===== src/rtl/hack_pkg.sv =====
// Shared definitions for the Hack-style word memory blocks: word width, word type
// and the ram_reader state encoding.
package hack_pkg;

  localparam int DATA_W = 16;

  typedef logic [15:0] word_t;

  typedef enum logic [1:0] {
    IDLE  = 2'd0,
    FETCH = 2'd1,
    HOLD  = 2'd2,
    DONE  = 2'd3
  } ram_reader_state_t;

endpackage


===== src/rtl/ram_reader.sv =====
// Burst reader for a Hack word RAM: streams `count` words from `start_addr` on valid/ready.
// Optional macro RAM_READER_ABORT_EN adds an abort input that drops an active burst.
module ram_reader #(
  parameter int DATA_W = hack_pkg::DATA_W,
  parameter int ADDR_W = 3
) (
  input  logic              clk,
  input  logic              rst_n,
  input  logic              start,
  input  logic [ADDR_W-1:0] start_addr,
  input  logic [ADDR_W:0]   count,
`ifdef RAM_READER_ABORT_EN
  input  logic              abort,
`endif
  output logic              busy,
  output logic              done,
  output logic [ADDR_W-1:0] mem_addr,
  input  logic [DATA_W-1:0] mem_rdata,
  output logic [DATA_W-1:0] out_data,
  output logic              out_valid,
  input  logic              out_ready
);

  import hack_pkg::*;

  localparam logic [ADDR_W:0]   REM_ONE = (ADDR_W+1)'(1);
  localparam logic [ADDR_W-1:0] PTR_ONE = ADDR_W'(1);

  ram_reader_state_t state, state_n;
  logic [ADDR_W-1:0] ptr;
  logic [ADDR_W:0]   remaining;
  logic              handshake;
  logic              abort_hit;

  assign mem_addr  = ptr;
  assign handshake = out_valid && out_ready;

`ifdef RAM_READER_ABORT_EN
  assign abort_hit = abort && (state == FETCH || state == HOLD);
`else
  assign abort_hit = 1'b0;
`endif

  always_comb begin
    state_n = state;
    case (state)
      IDLE:    if (start) state_n = (count == '0) ? DONE : FETCH;
      FETCH:   state_n = HOLD;
      HOLD:    if (handshake && remaining == REM_ONE) state_n = DONE;
      DONE:    state_n = IDLE;
      default: state_n = IDLE;
    endcase
    if (abort_hit) state_n = IDLE;
  end

  // Control and output register; out_data only moves on FETCH or a handshake,
  // so it stays put under backpressure regardless of memory activity.
  always_ff @(posedge clk or negedge rst_n) begin
    if (!rst_n) begin
      state     <= IDLE;
      ptr       <= '0;
      remaining <= '0;
      out_data  <= '0;
      out_valid <= 1'b0;
      busy      <= 1'b0;
      done      <= 1'b0;
    end else begin
      state <= state_n;
      busy  <= (state_n != IDLE);
      done  <= (state_n == DONE);
      if (abort_hit) begin
        out_valid <= 1'b0;
      end else begin
        case (state)
          IDLE: begin
            if (start && count != '0) begin
              ptr       <= start_addr;
              remaining <= count;
            end
          end
          FETCH: begin
            out_data  <= mem_rdata;
            out_valid <= 1'b1;
            ptr       <= ptr + PTR_ONE;
          end
          HOLD: begin
            if (handshake) begin
              if (remaining > REM_ONE) begin
                out_data  <= mem_rdata;
                ptr       <= ptr + PTR_ONE;
                remaining <= remaining - REM_ONE;
              end else begin
                out_valid <= 1'b0;
              end
            end
          end
          default: ;
        endcase
      end
    end
  end

endmodule


===== config.mk =====
export PLATFORM = sky130hd
export DESIGN_NAME = ram_reader
export DESIGN_NICKNAME = d
export VERILOG_FILES = /design/src/rtl/hack_pkg.sv /design/src/rtl/ram_reader.sv
export SDC_FILE = /design/constraint.sdc
export NUM_CORES = 1
export LEC_CHECK = 0
export CORE_UTILIZATION = 40
export DETAILED_ROUTE_END_ITERATION = 10
export PLACE_DENSITY = 0.73
export SYNTH_ARGS = -nofsm -noshare
export SYNTH_HDL_FRONTEND = slang
export SYNTH_SLANG_ARGS = --single-unit

===== constraint.sdc =====
create_clock -name clk -period 4.41 [get_ports clk]
set_input_delay 0.882 -clock clk [delete_from_list [all_inputs] [get_ports clk]]
set_output_delay 0.882 -clock clk [all_outputs]
set_load 0.03 [all_outputs]

Yosys cells after proc, flatten, opt, wreduce, memory -nomap -nowiden
Index checks and enable logic that the tools add are counted.
{"block": "classes", "addsub": 2, "magnitude_cmp": 1, "n_eq_ne": 9, "n_mux": 18, "reduce_logical": 14}
{"op": "16-bit two-way mux", "count": 2}
{"op": "16-bit case mux with 2 select lines", "count": 1}
{"op": "4-bit two-way mux", "count": 3}
{"op": "3-bit two-way mux", "count": 3}
{"op": "3-bit case mux with 3 select lines", "count": 1}
{"op": "2-bit inequality test (second input constant)", "count": 4}
{"op": "2-bit case mux with 4 select lines", "count": 1}
{"op": "4-bit case mux with 2 select lines", "count": 1}
{"op": "4-bit AND reduction", "count": 2}
{"op": "2-bit == test (second input constant)", "count": 3}
{"op": "2-bit two-way mux", "count": 3}
{"op": "3-bit AND reduction", "count": 2}
{"op": "2-bit nonzero test", "count": 3}
{"op": "4-bit by 1-bit == test with 1-bit output (second input constant)", "count": 1}
{"op": "4-bit by 1-bit > comparator with 1-bit output (second input constant)", "count": 1}
{"op": "4-bit zero test", "count": 1}
{"op": "4-bit nonzero test", "count": 1}
{"op": "4-bit by 1-bit subtractor with 4-bit output (second input constant)", "count": 1}
{"op": "3-bit by 1-bit adder with 3-bit output (second input constant)", "count": 1}
{"op": "1-bit logical AND", "count": 3}
{"op": "3-bit nonzero test", "count": 1}
{"op": "2-bit by 1-bit == test with 1-bit output (second input constant)", "count": 1}
{"op": "2-bit zero test", "count": 1}
{"op": "1-bit two-way mux", "count": 2}
{"op": "1-bit case mux with 2 select lines", "count": 1}
{"block": "totals", "ff_bits": 28, "input_bits": 27, "output_inout_bits": 22, "word_cells": 51}

Depth between registers and ports, before layout
{"block": "depth", "depth_word": 5, "depth_mapped": 7, "ltp_nobuf": 6}

Least setup slack after synthesis
Ideal clock, no wire load.
{"block": "synth_path", "path_kind": "input-to-reg", "from": "input out_ready", "to": "register out_data[10]", "setup_time_ns": 0.125, "t_arrival_ns": 1.866, "required_ns": 4.285, "setup_slack_ns": 2.419, "path_stages": 5, "path_buffers": 1, "cell_sequence": "nand2_1 > a21o_1 > a21boi_4 > buf_12 > mux2_4"}
{"block": "synth_between", "elab_chain_len": 3}
{"item": "start: declaration", "line": "ram_reader.sv:21", "rtl": "input logic out_ready"}
{"item": "1-bit logical AND", "line": "ram_reader.sv:36", "rtl": "assign handshake = out_valid && out_ready;"}
{"item": "2-bit inequality test (no source line)"}
{"item": "3-bit AND reduction (no source line)"}
{"item": "end signal: assignment", "line": "ram_reader.sv:82", "rtl": "out_data <= mem_rdata;"}
{"item": "end signal: assignment", "line": "ram_reader.sv:89", "rtl": "out_data <= mem_rdata;"}
{"item": "end: declaration", "line": "ram_reader.sv:19", "rtl": "output logic [DATA_W-1:0] out_data,"}
No other way between the ends.
A chain may end at the register's enable or synchronous reset.

Worst setup path in the final report
{"block": "layout_path", "from": "input out_ready", "to": "register out_data[1]"}
Same word-level chain as after synthesis.

==> out/qor.csv <==
metric,value,unit
CTS tree,done,
core box area,3420,sq um
R2R Setup Slk,2.08,ns
most frequent cell after synthesis,dfrtp_1,
crit path DAT,2.72,ns
post-synth cell types,40,
"Max FO, Critical Path",16,
vias post-DR,1118,
first-pass iteration count of the detailed router,3,
post_cts resized,0,
synth top area cells,"dfrtp_1, mux2_4, ha_1",
total CTS buffers,3,
row cnt,21,
antenna-violating nets left,0,
Rel. slew slack,0.534,
crit share post-route,0.565,
Remaining DRCs,0,
max frequency,401,MHz
Synth Instances,120,
number of global-route vias before repair,1213,
Hold Buf Count CTS,0,
dpl cells,212,
leak pwr,0.892,nW
sequential share of the synthesized area,0.479,
number of flops mapped to enable cells by yosys,0,
R2R Path End,out_data[1],
Bufs on Longest Clock Path,2,
GPL Wtd Cong,0.840,
crit-path max cell delay,0.59,ns
gr ovfl total,0,
area post-placement,1980,sq um
initial antenna violation count,0,
"Net Count, Synth",155,
die extent in y,62.5,um
WL final,3.03,mm
crit end category,flip-flop,
syn avg cell area,12.2,sq um
RSZ-0062 raised after global routing,false,
critical-path cell list,clkdlybuf4s50_1 -> nand2_1 -> a21o_1 -> a21boi_4 -> mux2_2,
WL/cell,14.0,um
worst flop-to-flop path startpoint,remaining[0],
max-slew violations,0,
postcts setup bufs,0,
clock root cell,clkbuf_4,
post-synthesis register bit count,28,
worst hold slack,0.524,ns
gr usage total,0.167,
I/O Buffers,48,
clk_skew,0.00303,ns
H-Tree Depth,1,
Hold Path Stages,1,
maximum vdd ir drop,117,uV
# diodes,0,
die area,3910,sq um
fin nets,206,
CTS Sinks,28,
ys flop type,dfrtp_1,
layout cell share with drive strength beyond 1,0.147,
min Tclk post-route,2.49,ns
pwr dens,229,nW/um^2
Hold Path End,out_data[14],
# Max-Cap Violations,0,
vias per cell,5.18,
"Cell Count, Final, Fillers Out",216,
CP Launch Type,input port,
Syn-to-layout area delta,38.9,%
HPWL after DPL,2.26,mm
status,"finished, final reports clean",
cell taking the most area after synthesis,dfrtp_1,
"Req. time, crit path",4.64,ns
"Slowest-stage cell, CP",a21boi_4,
initial DRC count,23,
pin count of the biggest net entering global routing,29,
pre-CTS setup slack,1.58,ns
Hold Crit Start,out_data[14],
min setup slack post-route,1.92,ns
Commonest cells post-synth,"dfrtp_1, mux2_4, ha_1, inv_1",
first-pass GRT wire length,5.23,mm
"Reg clk slew, reported paths",0.15,ns
FF-to-FF path depth,6,
top cell type's share of synthesized area,0.479,
Least-Margin Pin Slew,0.698,ns
final setup TNS,0,ns
Die Wd,62.5,um
Fin. Hold Viols,0,
synthesized area,1460,sq um
Setup CP Type,input port to flip-flop,
clk_lat worst skew,0.32,ns
synth warn,0,
fraction of registers with async set/reset,1.00,
final instance area,2030,sq um
Final setup viols,0,
Initial Utilization,0.429,
I/O pins,49,
Tightest Hold Check Type,flip-flop to flip-flop,
## state kept, by name, summed over array words and instances (netlist names)
signal	cells
done	1
busy	1
state	2
out_data	16
mem_addr	3
out_valid	1
remaining	4
## layout by cell type, fill, tap and decap left out, types with 3 or more instances in the layout
| cell | synthesis | final |
|---|---|---|
| clkdlybuf4s50_1 | 0 | 48 |
| o21ai_0 | 3 | 3 |
| dfrtp_1 | 28 | 28 |
| inv_1 | 8 | 8 |
| mux2_2 | 6 | 6 |
| o211ai_1 | 3 | 3 |
| mux2i_1 | 3 | 3 |
| ha_1 | 8 | 8 |
| a31oi_1 | 4 | 4 |
| a21oi_1 | 6 | 6 |
| nor2_1 | 5 | 5 |
| mux2_4 | 10 | 10 |
| clkbuf_4 | 0 | 3 |
## logic make-up (layout without fill, tap and decap cells)
family | Yosys count | after routing | share of synthesized area
mux | 19 | 19 | 0.169
flops | 28 | 28 | 0.479
fa+ha+maj | 8 | 8 | 0.0684
simple gates | 21 | 21 | 0.0812
compound gates | 32 | 32 | 0.160
buf+inv | 12 | 62 | 0.0427
## final cells by class
type	count	area, sq um
clock buffer	3	22.5
inverter	9	33.8
clock inverter	1	30.0
sequential	28	701
timing repair buffer	49	488
fill	283	1380
multi-input combinational	80	701
tap	46	57.6
## power by group
group	internal [W]	switching, W	total, W
clock network	0.0000919	0.0000757	0.000168
logic	0.0000248	0.0000139	0.0000387
registers	0.000258	0.00000107	0.000259
## stage by stage
step / util / total power [W]
global placement: 0.580 / 0.000302
global route: 0.595 / 0.000487
detailed placement: 0.580 / 0.000303
floorplan: - / 0.000270
finish: 0.595 / 0.000465
CTS: 0.595 / 0.000472
## routing by layer
| metal | share of wire | GRT usage |
|---|---|---|
| met1 | 0.44 | 0.206 |
| met2 | 0.52 | 0.293 |
| met3 | 0.030 | 0.0237 |
| met4 | 0.0056 | 0.0581 |
| met5 | 0 | 0 |
## worst max path at each step
stage | from | endpoint | slack, ns | cells past startpoint
2_1_floorplan | out_ready | out_data[10] | 2.42 | 5
5_1_grt | out_ready | out_data[4] | 1.86 | 5
3_5_place_dp | out_ready | out_data[1] | 1.58 | 5
3_3_place_gp | out_ready | out_data[0] | 1.64 | 5
4_1_cts | out_ready | out_data[1] | 1.92 | 5
6_report | out_ready | out_data[1] | 1.92 | 5
## worst max-delay path, delay by kind of cell
family / cells / cell delay, ns
AOI/OAI and AO/OA: 2 / 0.81
buffers and inverters: 1 / 0.52
muxes: 1 / 0.41
and+or+nand+nor: 1 / 0.09
(Power assumes the default switching activity.)
